File: src/rtl/note_pkg.sv
`default_nettype none
// +----------------------------------------------------------------------+
// | note_pkg : shared types/constants for the PIC note-frame receiver     |
// | Rev 1.0                                                               |
// +----------------------------------------------------------------------+
package note_pkg;

  typedef enum logic [1:0] {
    SQUARE = 2'd0,
    SAW    = 2'd1,
    TRI    = 2'd2,
    SINE   = 2'd3
  } waveform_t;

  typedef enum logic [2:0] {
    HUNT = 3'd0,
    PRD1 = 3'd1,
    PRD2 = 3'd2,
    PRD3 = 3'd3,
    CTRL = 3'd4
  } rx_state_t;

  localparam logic [31:0] SYNC_WORD_DEFAULT = 32'h0000FFFF;
  localparam int          PRD_W_DEFAULT     = 32;

  localparam int WF_LSB    = 0;
  localparam int NOTES_LSB = 2;
  localparam int CSUM_LSB  = 24;

  function automatic logic [7:0] xor_bytes(input logic [31:0] w);
    return w[31:24] ^ w[23:16] ^ w[15:8] ^ w[7:0];
  endfunction

endpackage
`default_nettype wire

File: src/rtl/note_frame_rx_if.sv
`default_nettype none
// +----------------------------------------------------------------------+
// | note_frame_rx_if : SPI pins from the PIC and the published fields     |
// | Rev 1.0                                                               |
// +----------------------------------------------------------------------+
interface note_frame_rx_if #(
  parameter int PRD_W = note_pkg::PRD_W_DEFAULT
);
  logic             sck;
  logic             sdi;
  logic [PRD_W-1:0] prd1;
  logic [PRD_W-1:0] prd2;
  logic [PRD_W-1:0] prd3;
  logic [1:0]       waveform;
  logic [1:0]       notes;
  logic             frame_valid;
  logic             frame_err;

  // master = PIC side (drives SPI), slave = receiver (drives fields)
  modport master (
    output sck, sdi,
    input  prd1, prd2, prd3, waveform, notes, frame_valid, frame_err
  );

  modport slave (
    input  sck, sdi,
    output prd1, prd2, prd3, waveform, notes, frame_valid, frame_err
  );
endinterface
`default_nettype wire

File: src/rtl/sck_sync_edge.sv
`default_nettype none
// +----------------------------------------------------------------------+
// | sck_sync_edge : 2-flop sync of sck/sdi plus sck rising-edge strobe    |
// | Rev 1.0                                                               |
// +----------------------------------------------------------------------+
module sck_sync_edge (
  input  logic clk,
  input  logic reset_n,
  input  logic sck,
  input  logic sdi,
  output logic bit_stb,
  output logic bit_val
);

  logic [2:0] r_sck;
  logic [1:0] r_sdi;

  always_ff @(posedge clk or negedge reset_n) begin
    if (!reset_n) begin
      r_sck <= '0;
      r_sdi <= '0;
    end else begin
      r_sck <= {r_sck[1:0], sck};
      r_sdi <= {r_sdi[0], sdi};
    end
  end

  // r_sck[2] is the delayed copy used only for edge detection
  assign bit_stb = r_sck[1] & ~r_sck[2];
  assign bit_val = r_sdi[1];

endmodule
`default_nettype wire

File: src/rtl/note_frame_rx.sv
`default_nettype none
// +----------------------------------------------------------------------+
// | note_frame_rx : SPI note-frame receiver, atomic field publish         |
// | Optional CTRL checksum: define NOTE_FRAME_CHECKSUM_EN.  Rev 1.0       |
// +----------------------------------------------------------------------+
module note_frame_rx
  import note_pkg::*;
#(
  parameter logic [31:0] SYNC_WORD      = SYNC_WORD_DEFAULT,
  parameter int          TIMEOUT_CYCLES = 4096,
  parameter int          PRD_W          = PRD_W_DEFAULT
) (
  input  logic            clk,
  input  logic            reset_n,
  note_frame_rx_if.slave  bus
);

  localparam int             TO_W    = $clog2(TIMEOUT_CYCLES) + 1;
  localparam logic [TO_W-1:0] TO_LAST = TO_W'(TIMEOUT_CYCLES - 1);

  logic             w_bit_stb;
  logic             w_bit_val;
  logic [31:0]      w_word;
  logic [31:0]      w_window;
  logic             w_word_done;
  logic             w_csum_ok;

  rx_state_t        r_state;
  logic [30:0]      r_window;
  logic [30:0]      r_shadow;
  logic [4:0]       r_bit_cnt;
  logic [TO_W-1:0]  r_to_cnt;
  logic [31:0]      r_stage1;
  logic [31:0]      r_stage2;
  logic [31:0]      r_stage3;
  logic [PRD_W-1:0] r_prd1;
  logic [PRD_W-1:0] r_prd2;
  logic [PRD_W-1:0] r_prd3;
  waveform_t        r_waveform;
  logic [1:0]       r_notes;
  logic             r_frame_valid;
  logic             r_frame_err;

  sck_sync_edge u_sync (
    .clk     (clk),
    .reset_n (reset_n),
    .sck     (bus.sck),
    .sdi     (bus.sdi),
    .bit_stb (w_bit_stb),
    .bit_val (w_bit_val)
  );

  assign w_word      = {r_shadow, w_bit_val};
  assign w_window    = {r_window, w_bit_val};
  assign w_word_done = w_bit_stb && (r_bit_cnt == 5'd31);

`ifdef NOTE_FRAME_CHECKSUM_EN
  logic [7:0] r_csum;

  always_ff @(posedge clk or negedge reset_n) begin
    if (!reset_n) begin
      r_csum <= '0;
    end else if (r_state == HUNT) begin
      r_csum <= '0;
    end else if (w_word_done && (r_state != CTRL)) begin
      r_csum <= r_csum ^ xor_bytes(w_word);
    end
  end

  assign w_csum_ok = (w_word[CSUM_LSB +: 8] == r_csum);
`else
  assign w_csum_ok = 1'b1;
`endif

  // Shadow/window keep only 31 bits: the 32nd is always the live sdi sample.
  always_ff @(posedge clk or negedge reset_n) begin
    if (!reset_n) begin
      r_state       <= HUNT;
      r_window      <= '0;
      r_shadow      <= '0;
      r_bit_cnt     <= '0;
      r_to_cnt      <= '0;
      r_stage1      <= '0;
      r_stage2      <= '0;
      r_stage3      <= '0;
      r_prd1        <= '0;
      r_prd2        <= '0;
      r_prd3        <= '0;
      r_waveform    <= SQUARE;
      r_notes       <= '0;
      r_frame_valid <= 1'b0;
      r_frame_err   <= 1'b0;
    end else begin
      r_frame_valid <= 1'b0;
      r_frame_err   <= 1'b0;
      case (r_state)
        HUNT: begin
          r_to_cnt <= '0;
          if (w_bit_stb) begin
            if (w_window == SYNC_WORD) begin
              r_state   <= PRD1;
              r_bit_cnt <= '0;
              r_window  <= '0;
              r_shadow  <= '0;
            end else begin
              r_window <= w_window[30:0];
            end
          end
        end
        default: begin
          if (w_bit_stb) begin
            r_to_cnt  <= '0;
            r_shadow  <= w_word[30:0];
            r_bit_cnt <= r_bit_cnt + 5'd1;
            if (w_word_done) begin
              case (r_state)
                PRD1: begin
                  r_stage1 <= w_word;
                  r_state  <= PRD2;
                end
                PRD2: begin
                  r_stage2 <= w_word;
                  r_state  <= PRD3;
                end
                PRD3: begin
                  r_stage3 <= w_word;
                  r_state  <= CTRL;
                end
                default: begin
                  if (w_csum_ok) begin
                    r_prd1        <= PRD_W'(r_stage1);
                    r_prd2        <= PRD_W'(r_stage2);
                    r_prd3        <= PRD_W'(r_stage3);
                    r_waveform    <= waveform_t'(w_word[WF_LSB +: 2]);
                    r_notes       <= w_word[NOTES_LSB +: 2];
                    r_frame_valid <= 1'b1;
                  end else begin
                    r_frame_err   <= 1'b1;
                  end
                  r_state  <= HUNT;
                  r_window <= '0;
                  r_shadow <= '0;
                  r_stage1 <= '0;
                  r_stage2 <= '0;
                  r_stage3 <= '0;
                end
              endcase
            end
          end else if (r_to_cnt == TO_LAST) begin
            r_state     <= HUNT;
            r_window    <= '0;
            r_shadow    <= '0;
            r_bit_cnt   <= '0;
            r_to_cnt    <= '0;
            r_stage1    <= '0;
            r_stage2    <= '0;
            r_stage3    <= '0;
            r_frame_err <= 1'b1;
          end else begin
            r_to_cnt <= r_to_cnt + TO_W'(1);
          end
        end
      endcase
    end
  end

  assign bus.prd1        = r_prd1;
  assign bus.prd2        = r_prd2;
  assign bus.prd3        = r_prd3;
  assign bus.waveform    = r_waveform;
  assign bus.notes       = r_notes;
  assign bus.frame_valid = r_frame_valid;
  assign bus.frame_err   = r_frame_err;

endmodule
`default_nettype wire
File: src/flat_wrapper.sv
// flat-port wrapper written by rule: the top's interface ports become plain ports
module note_frame_rx_flat import note_pkg::*;
#(
  parameter logic [31:0] SYNC_WORD      = SYNC_WORD_DEFAULT,
  parameter int          TIMEOUT_CYCLES = 4096,
  parameter int          PRD_W          = PRD_W_DEFAULT
)
  (clk, reset_n, bus_sck, bus_sdi, bus_prd1, bus_prd2, bus_prd3, bus_waveform, bus_notes, bus_frame_valid, bus_frame_err);
  note_frame_rx_if #(.PRD_W(PRD_W)) bus_i ();
  input  logic clk;
  input  logic reset_n;
  input wire logic [$bits(bus_i.sck)-1:0] bus_sck;
  input wire logic [$bits(bus_i.sdi)-1:0] bus_sdi;
  output wire logic [$bits(bus_i.prd1)-1:0] bus_prd1;
  output wire logic [$bits(bus_i.prd2)-1:0] bus_prd2;
  output wire logic [$bits(bus_i.prd3)-1:0] bus_prd3;
  output wire logic [$bits(bus_i.waveform)-1:0] bus_waveform;
  output wire logic [$bits(bus_i.notes)-1:0] bus_notes;
  output wire logic [$bits(bus_i.frame_valid)-1:0] bus_frame_valid;
  output wire logic [$bits(bus_i.frame_err)-1:0] bus_frame_err;
  assign bus_i.sck = bus_sck;
  assign bus_i.sdi = bus_sdi;
  assign bus_prd1 = bus_i.prd1;
  assign bus_prd2 = bus_i.prd2;
  assign bus_prd3 = bus_i.prd3;
  assign bus_waveform = bus_i.waveform;
  assign bus_notes = bus_i.notes;
  assign bus_frame_valid = bus_i.frame_valid;
  assign bus_frame_err = bus_i.frame_err;
  note_frame_rx #(.SYNC_WORD(SYNC_WORD), .TIMEOUT_CYCLES(TIMEOUT_CYCLES), .PRD_W(PRD_W)) u_core (.clk(clk), .reset_n(reset_n), .bus(bus_i));
endmodule
File: config.mk
export PLATFORM = sky130hd
export DESIGN_NAME = note_frame_rx_flat
export DESIGN_NICKNAME = d
export VERILOG_FILES = /design/src/rtl/note_pkg.sv /design/src/rtl/note_frame_rx_if.sv /design/src/rtl/sck_sync_edge.sv /design/src/rtl/note_frame_rx.sv /design/src/flat_wrapper.sv
export SDC_FILE = /design/constraint.sdc
export NUM_CORES = 1
export LEC_CHECK = 0
export ABC_AREA = 1
export BUFFER_PORTS_ARGS = -buffer_cell sky130_fd_sc_hd__clkbuf_2
export CAP_MARGIN = 20
export CORE_MARGIN = 3
export CORE_UTILIZATION = 30
export CTS_CLUSTER_SIZE = 28
export DETAILED_ROUTE_END_ITERATION = 8
export PLACE_DENSITY = 0.5
export SLEW_MARGIN = 20
export SYNTH_ARGS = -nofsm -noshare
export SYNTH_HDL_FRONTEND = slang
export SYNTH_SLANG_ARGS = --single-unit
File: constraint.sdc
create_clock -name clk -period 3.27 [get_ports clk]
set_input_delay 0.654 -clock clk [delete_from_list [all_inputs] [get_ports clk]]
set_output_delay 0.654 -clock clk [all_outputs]
set_load 0.05 [all_outputs]
# Word level (Yosys, flattened, before mapping)
# Index checks and enable logic that the tools add are counted.
# totals
wordCells	96
ff_bits	286
# op_classes
bitwise	4
eq_ne	14
n_reduce_logical	14
n_addsub	2
n_mux	45
# op_table
operator	count
two-way mux 31 bit	13
two-way mux 32 bit	7
case mux 32 bit (2 select lines)	3
two-way mux 13 bit	3
== test 32 x 16 -> 1 bit, second input constant	1
two-way mux 5 bit	5
AND reduction 4 bit	6
two-way mux 3 bit	6
adder 13 x 1 -> 13 bit, second input constant	1
== test 13 x 12 -> 1 bit, second input constant	1
case mux 3 bit (3 select lines)	1
inequality test 2 bit, second input constant	4
two-way mux 1 bit	7
== test 3 x 2 -> 1 bit, second input constant	2
inequality test 3 bit, second input constant	2
OR reduction 2 bit	3
adder 5 x 1 -> 5 bit, second input constant	1
== test 5 bit, second input constant	1
inequality test 2 x 1 -> 1 bit, second input constant	2
== test 3 x 1 -> 1 bit, second input constant	1
zero test 3 bit	1
inverter 1 bit	3
AND reduction 3 bit	1
OR reduction 3 bit	1
3 further kinds	3

# Depth between registers and ports, before layout
# Gate-level depths: netlist (run 1).
# depth
word_depth	6
ltp_mapped	13

# Hierarchy
# A second synthesis (run 1) with hierarchy kept.
# hier_totals
hier_cells	1297
area_unflattened_um2	11960.2
# modules_own_cells
module	area_per_inst_um2	instances	seq_area_each_um2	cells_each
note_frame_rx	11825.1	1	7031.7	1290
sck_sync_edge	135.1	1	125.1	7

# Least setup slack after synthesis (run 1)
# OpenSTA, ideal clock, no wires.
# synth_path
kind	flip-flop to flip-flop
startpoint	register u_core.r_bit_cnt[0]
endpoint	register u_core.r_prd1[0], in the netlist u_core.bus.prd1[0]
setup_time_ps	66
n_path_buf	2
slack_ps	1362
arrival_ps	1842
stages_incl_launch_ff	12
required_time_ps	3204
cell_sequence	dfrtp_1 ha_1 nand2_1 nor2_1 ha_1 inv_1 nor2_1 nand2_1 clkbuf_1 clkbuf_1 nand2_1 nand2_1
# synth_via
elab_chain_cells	3
# synth_lines
element	line_no	source
start: declaration	note_frame_rx.sv:31	logic [4:0] r_bit_cnt;
start signal: assignment	note_frame_rx.sv:114	r_bit_cnt <= r_bit_cnt + 5'd1;
== test 5 bit	note_frame_rx.sv:55	assign w_word_done = w_bit_stb && (r_bit_cnt == 5'd31);
logical AND 1 bit	note_frame_rx.sv:55	
AND reduction 4 bit (no line)	--	
end signal: assignment	note_frame_rx.sv:131	r_prd1 <= PRD_W'(r_stage1);
end: declaration	note_frame_rx.sv:36	logic [PRD_W-1:0] r_prd1;
# Every way passes these cells.
# A chain may end at the register's enable or synchronous reset.

# Worst setup path after layout (run 1)
# layout_path
startpoint	register u_core.r_to_cnt[0]
endpoint	register u_core.r_stage2[22]
# layout_via
elab_chain_cells	3
# layout_lines
element	line_no	source
start: declaration	note_frame_rx.sv:32	logic [TO_W-1:0] r_to_cnt;
start signal: assignment	note_frame_rx.sv:160	r_to_cnt <= r_to_cnt + TO_W'(1);
== test 13 x 12 -> 1 bit	note_frame_rx.sv:149	end else if (r_to_cnt == TO_LAST) begin
nonzero test 2 bit (no line)	--	
AND reduction 4 bit (no line)	--	
end signal: assignment	note_frame_rx.sv:122	r_stage2 <= w_word;
end: declaration	note_frame_rx.sv:34	logic [31:0] r_stage2;
# Every way passes these cells.

==> results of run 1 <==
## cells in the final DEF (no fill, tap or decap), drive strengths merged, types with 2 or more instances in the layout
| master | n |
|---|---|
| a31oi | 2 |
| nor2 | 32 |
| clkbuf | 147 |
| xnor2 | 2 |
| inv | 30 |
| nand4 | 6 |
| xor2 | 5 |
| nand3 | 133 |
| clkinv | 11 |
| a21oi | 2 |
| ha | 3 |
| nor3 | 3 |
| nand2 | 578 |
| o21ai | 125 |
| nor3b | 3 |
| dfrtp | 286 |
| buf | 20 |
## where the power goes
part           internal [uW]  switching [uW]
combinational           48.1             134
clock                   1900            1390
sequential              3580            32.6
total                   5530            1550
## cell families (layout without fill, tap and decap cells)
group,Yosys count,after routing
xor+xnor,7,7
fa+ha+maj,3,3
flops,286,286
compound gates,132,132
simple gates,758,758
buf+inv,105,209
## cell usage after synthesis (all sizes together) (3+ instances only)
| master | n |
|---|---|
| nand2 | 578 |
| dfrtp | 286 |
| nor3b | 3 |
| buf | 32 |
| nor3 | 3 |
| xor2 | 5 |
| o21ai | 125 |
| clkbuf | 43 |
| inv | 30 |
| nand4 | 6 |
| nor2 | 32 |
| ha | 3 |
| nand3 | 133 |
## cell type report
type / instances / area share
Multi-Input combinational cell: 900 / 0.292
Clock buffer: 43 / 0.0662
Tap cell: 511 / 0.0470
Sequential cell: 286 / 0.526
Clock inverter: 11 / 0.00432
Inverter: 30 / 0.00837
Timing Repair Buffer: 125 / 0.0561
## flip-flops by register name (all words and copies together) (netlist names)
signal,count
u_core.bus.frame_valid,1
u_core.bus.prd1,32
u_core.bus.prd3,32
u_core.r_window,31
u_core.r_stage3,32
u_core.u_sync.r_sdi,2
u_core.bus.notes,2
u_core.bus.waveform,2
u_core.r_shadow,31
u_core.bus.prd2,32
u_core.r_stage2,32
u_core.r_bit_cnt,5
u_core.r_to_cnt,13
u_core.r_state,3
u_core.u_sync.r_sck,3
u_core.bus.frame_err,1
u_core.r_stage1,32
## per-stage QoR
step	instances	total power [uW]	util	cell area (sq um)
global route	1906	7390	0.359	13600
global placement	1851	3860	0.334	12600
CTS	1906	7220	0.359	13600
floorplan	1291	3760	-	11600
finish	1906	7090	0.359	13600
detailed placement	1851	3870	0.334	12600
## final timing paths
kind / slack, ns / depth (start not counted) / startpoint / to
max: 0.78 / 10 / u_core.r_to_cnt[0] / u_core.r_stage2[22]
min: 0.21 / 1 / bus_sck / u_core.u_sync.r_sck[0]
max reg2reg: 0.78 / 10 / u_core.r_to_cnt[0] / u_core.r_stage2[22]
min reg2reg: 0.35 / 0 / u_core.u_sync.r_sdi[0] / u_core.u_sync.r_sdi[1]
max in group asynchronous: 1.87 / 3 / reset_n / u_core.r_stage3[21]
min in group asynchronous: 0.60 / 2 / reset_n / u_core.bus.prd3[5]
## metal layers
layer  global-route usage  vias to the layer above  part of all wire  wire length [um]
met1                0.203                     4111              0.49             13800
met5                    0                        -                 0                 0
met4               0.0240                        0             0.015               431
met3               0.0289                       33             0.051              1450
met2                0.216                      153              0.44             12500
li1                     -                     4314                 -                 -
## repair_timing
item / in CTS / in global routing
hold buffers: 1 / 0
endpoints found under the hold margin: 26 / 0
setup endpoints to repair: 0 / 0
setup buffers: 0 / 0
==> results.toml, run 1 <==
[critical_path]
cpPeakStageDelay_ns = 0.52
arrival_ns = 2.89
cp.required_ns = 3.67
worstPathMaxFanout = 64
path_class = "register to register"
cp_num_buf_inv = 1
start_kind = "register"
crit_top_cell = "nand2_1"
critPathCaptureType = "register"
path_cells = "ha_1 > inv_1 > nor2_1 > nand2_1 > nor2_2 > nand2_1 > nand2_4 > nand3_4 > nand2_1 > o21ai_1"
critical_path.slowest_cell = "nand3_4"
critPathTopFamily = "simple AND/OR/NAND/NOR gates"

[sta]
whs_ns = 0.215
setup_slack_ns = 0.783
drv_slew = 0
worstMarginPinSlew_ns = 0.724
finalCritPeriodShare = 0.761
setup_violations = 0
relSlewSlack = 0.518
finClkSkew_ns = 0.0143
fin_tns_setup_ns = 0
report.final.hold_viol_count = 0
rsz0062_at_grt = "false"
period_needed_ns = 2.49
max_freq_mhz = 402

[placed_design]
post-place-ws_ns = 0.768
hpwlAfterDp_um = 17700
portBuffers = 105
gp_congestion = 0.736

[synth]
synth_compound_area_frac = 0.0631
synthAdderAreaFrac = 0.00324
synth_xor_area_frac = 0.00529
synth-seq-cells = 286
synth_edf_count = 0
synthMuxAreaShare = 0
synth_cell_type_count = 32
yosysWarnings = 0
postSynth.asyncResetShare = 1.00
netlist_area_sq_mm = 0.0116
synth_area_per_cell_sq_um = 8.98
synthCells = 1291
synth-simple-area-share = 0.269
yosysSeqAreaShare = 0.617
synth_top_family_by_area = "simple AND/OR/NAND/NOR gates"
synth_area_leader_cell = "dfrtp_1"
synthTopCellsByArea = "dfrtp_1 62%, nand2_1 19%, nand3_1 5.7%"
ys.flop_type = "dfrtp_1"
synth_top_area_frac = 0.617
syn_nets = 1298

[drt]
drc_errors = 0
final_antenna_net_count = 0
vias = 8611
wire_per_inst_um = 14.8
wl_um = 28200
dr.pass1.iters = 5
drt_iter0_drc = 536
vias_per_cell = 4.52

[global_route]
grt-ovfl-total = 0
grt_usage = 0.139
grt_pass1_wl_um = 47400
grt_max_degree = 105
grt_pass1_vias = 8554
antenna_found_initial = 0

[floorplan]
io_pins = 106
start_util = 0.306
fp.dieH_um = 203
core_sq_mm = 0.0378
die-area_sq_mm = 0.0411
die_x_um = 203
num_rows = 71

[cells_and_area]
seq_area_sq_mm = 0.00716
n_antenna_cell = 0
syn2layout_area_growth_pct = 17.3
fillers = 3950
multi_input_area_sq_mm = 0.00397
fin_nets = 1381
drive_gt1_frac = 0.149

[power]
pwr_density_cell_mw_per_mm2 = 521
vdd_drop_max_mv = 0.302
power.leakage_uw = 0.00679

[clocking]
cts_root_buffer = "clkbuf_16"
ctsResizeCount = 0
clk_pin_slew_ns = 0.06
htreeDepth = 1
clock_latency_ns = 0.55
cts_buffers = 31
cts_sinks = 286
cts_buffer_depth = 3
cts_tree = "done"

[status]
status = "completed"

[min_path]
hold_path_class = "primary input to register"

[job]
cap_violations = 0
(Power assumes the default switching activity.)
==> inputs of run 2 (changes only) <==
--- a/config.mk
+++ b/config.mk
@@ -12,7 +12,7 @@
 export CORE_UTILIZATION = 30
 export CTS_CLUSTER_SIZE = 28
 export DETAILED_ROUTE_END_ITERATION = 8
-export PLACE_DENSITY = 0.5
+export PLACE_DENSITY = 0.52
 export SLEW_MARGIN = 20
 export SYNTH_ARGS = -nofsm -noshare
 export SYNTH_HDL_FRONTEND = slang
==> constraint.sdc (replaced) <==
create_clock -name clk -period 2.1 [get_ports clk]
set_input_delay 0.42 -clock clk [delete_from_list [all_inputs] [get_ports clk]]
set_output_delay 0.42 -clock clk [all_outputs]
set_load 0.05 [all_outputs]
==> results.toml, run 2 (synthesized netlist as in run 1, its figures left out) <==
[status]
status = "completed"

[power]
p_sw_uw = 2360
internal-power_uw = 8740
p_comb_frac = 0.027
vdd_drop_max_mv = 0.602
p_clk_frac = 0.466
netSwitchingFraction = 0.213
pwr_density_cell_mw_per_mm2 = 796
p_seq_frac = 0.507
power.leakage_uw = 0.00697

[placed_design]
gp_congestion = 0.768
post-place-ws_ns = 0.110
portBuffers = 105
hpwlAfterDp_um = 18500

[floorplan]
start_util = 0.306
io_pins = 106
fp.dieH_um = 203
die-area_sq_mm = 0.0411
num_rows = 71
die_x_um = 203
core_sq_mm = 0.0378

[cells_and_area]
syn2layout_area_growth_pct = 20.3
drive_gt1_frac = 0.162
mostFrequentLayoutCells = "571 x nand2_1, 286 x dfrtp_1, 131 x nand3_1, 104 x clkbuf_2, 96 x o21ai_1"
fillers = 3927
seq_area_sq_mm = 0.00716
fin_nets = 1410
layout_commonest_cell = "nand2_1"
n_antenna_cell = 0
multi_input_area_sq_mm = 0.00398

[critical_path]
r2r-end = "u_core.r_stage1[25]"
path_class = "register to register"
crit_end = "u_core.r_stage1[25]"
critPathCaptureType = "register"
cp.required_ns = 2.58
worstPathMaxFanout = 34
start_kind = "register"
reg2reg_depth = 11
worst-r2r-setup-slack_ns = 0.16
arrival_ns = 2.41
crit_start = "u_core.r_bit_cnt[0]"
r2r-start = "u_core.r_bit_cnt[0]"

[global_route]
grt_usage = 0.141
grt-ovfl-total = 0
grt_pass1_wl_um = 48100
antenna_found_initial = 0
grt_pass1_vias = 8956
grt_max_degree = 72

[clocking]
cts_buffer_depth = 3
cts_sinks = 286
htreeDepth = 1
cts_buffers = 31
cts_tree = "done"
clk_pin_slew_ns = 0.06
cts_root_buffer = "clkbuf_16"
clock_latency_ns = 0.55

[sta]
max_freq_mhz = 516
worstMarginPinSlew_ns = 0.589
finalCritPeriodShare = 0.922
rsz0062_at_grt = "false"
finClkSkew_ns = 0.0123
report.final.hold_viol_count = 0
relSlewSlack = 0.607
period_needed_ns = 1.94
drv_slew = 0
setup_slack_ns = 0.164
setup_violations = 0
fin_tns_setup_ns = 0

[drt]
drc_errors = 0
final_antenna_net_count = 0
vias_per_cell = 4.54
drt_iter0_drc = 539
wire_per_inst_um = 14.8
dr.pass1.iters = 4
vias = 8765
wl_um = 28700

[min_path]
hold_path_class = "register to register"

[job]
cap_violations = 0
## run 2: power by group through the flow
stage               logic [uW]  clock network, uW  registers (uW)
floorplan                  136                  0            5720
global placement           310                  0            5720
detailed placement         316                  0            5730
CTS                        320               5340            5630
global route               359               5550            5630
finish                     304               5170            5630
## run 2: how the worst min path moves through the flow
stage,start,to,slack [ns],cells after the start
global placement,u_core.u_sync.r_sdi[0],u_core.u_sync.r_sdi[1],0.34,0
detailed placement,u_core.u_sync.r_sdi[0],u_core.u_sync.r_sdi[1],0.35,0
floorplan,reset_n,u_core.bus.frame_err,0.12,0
CTS,u_core.u_sync.r_sdi[0],u_core.u_sync.r_sdi[1],0.36,0
finish,u_core.u_sync.r_sdi[0],u_core.u_sync.r_sdi[1],0.36,0
global route,u_core.u_sync.r_sdi[0],u_core.u_sync.r_sdi[1],0.37,0
## run 2: layout make-up
type / instances / area share
Tap cell: 511 / 0.0458
Timing Repair Buffer: 154 / 0.0793
Clock inverter: 4 / 0.00323
Clock buffer: 46 / 0.0654
Inverter: 30 / 0.00816
Sequential cell: 286 / 0.513
Multi-Input combinational cell: 900 / 0.285
## run 2: critical path: stages (launching register included)
cell	delay (ns)
dfrtp_1	0.41
ha_1	0.21
nand2_1	0.08
nor2_1	0.04
ha_1	0.19
inv_1	0.10
nand2_1	0.17
nand2_1	0.11
nand3b_4	0.16
buf_12	0.21
nand2_1	0.09
o21ai_2	0.06
## run 2: per-layer routing
metal / global-route usage / routed length [um] / vias to the layer above
li1: - / - / 4362
met1: 0.199 / 13900 / 4242
met2: 0.230 / 13100 / 120
met3: 0.0228 / 1010 / 41
met4: 0.0307 / 603 / 0
met5: 0 / 0 / -
## run 2: what timing repair did
action	in CTS	in global routing
endpoints found under the setup margin	0	104
hold endpoints to repair	44	0
buffers inserted	0	1
hold buffers	3	0
resized for setup	0	3
## run 2: stage by stage
step           power [uW]  utilization  hold WS [ns]  cells  cell area [sq um]
6_report            11100        0.369         0.359   1931              14000
5_1_grt             11500        0.369         0.373   1931              14000
3_5_place_dp         6040        0.342         0.350   1876              12900
2_1_floorplan        5850            -         0.124   1291              11600
4_1_cts             11300        0.368         0.363   1929              13900
3_3_place_gp         6030        0.342         0.336   1876              12900
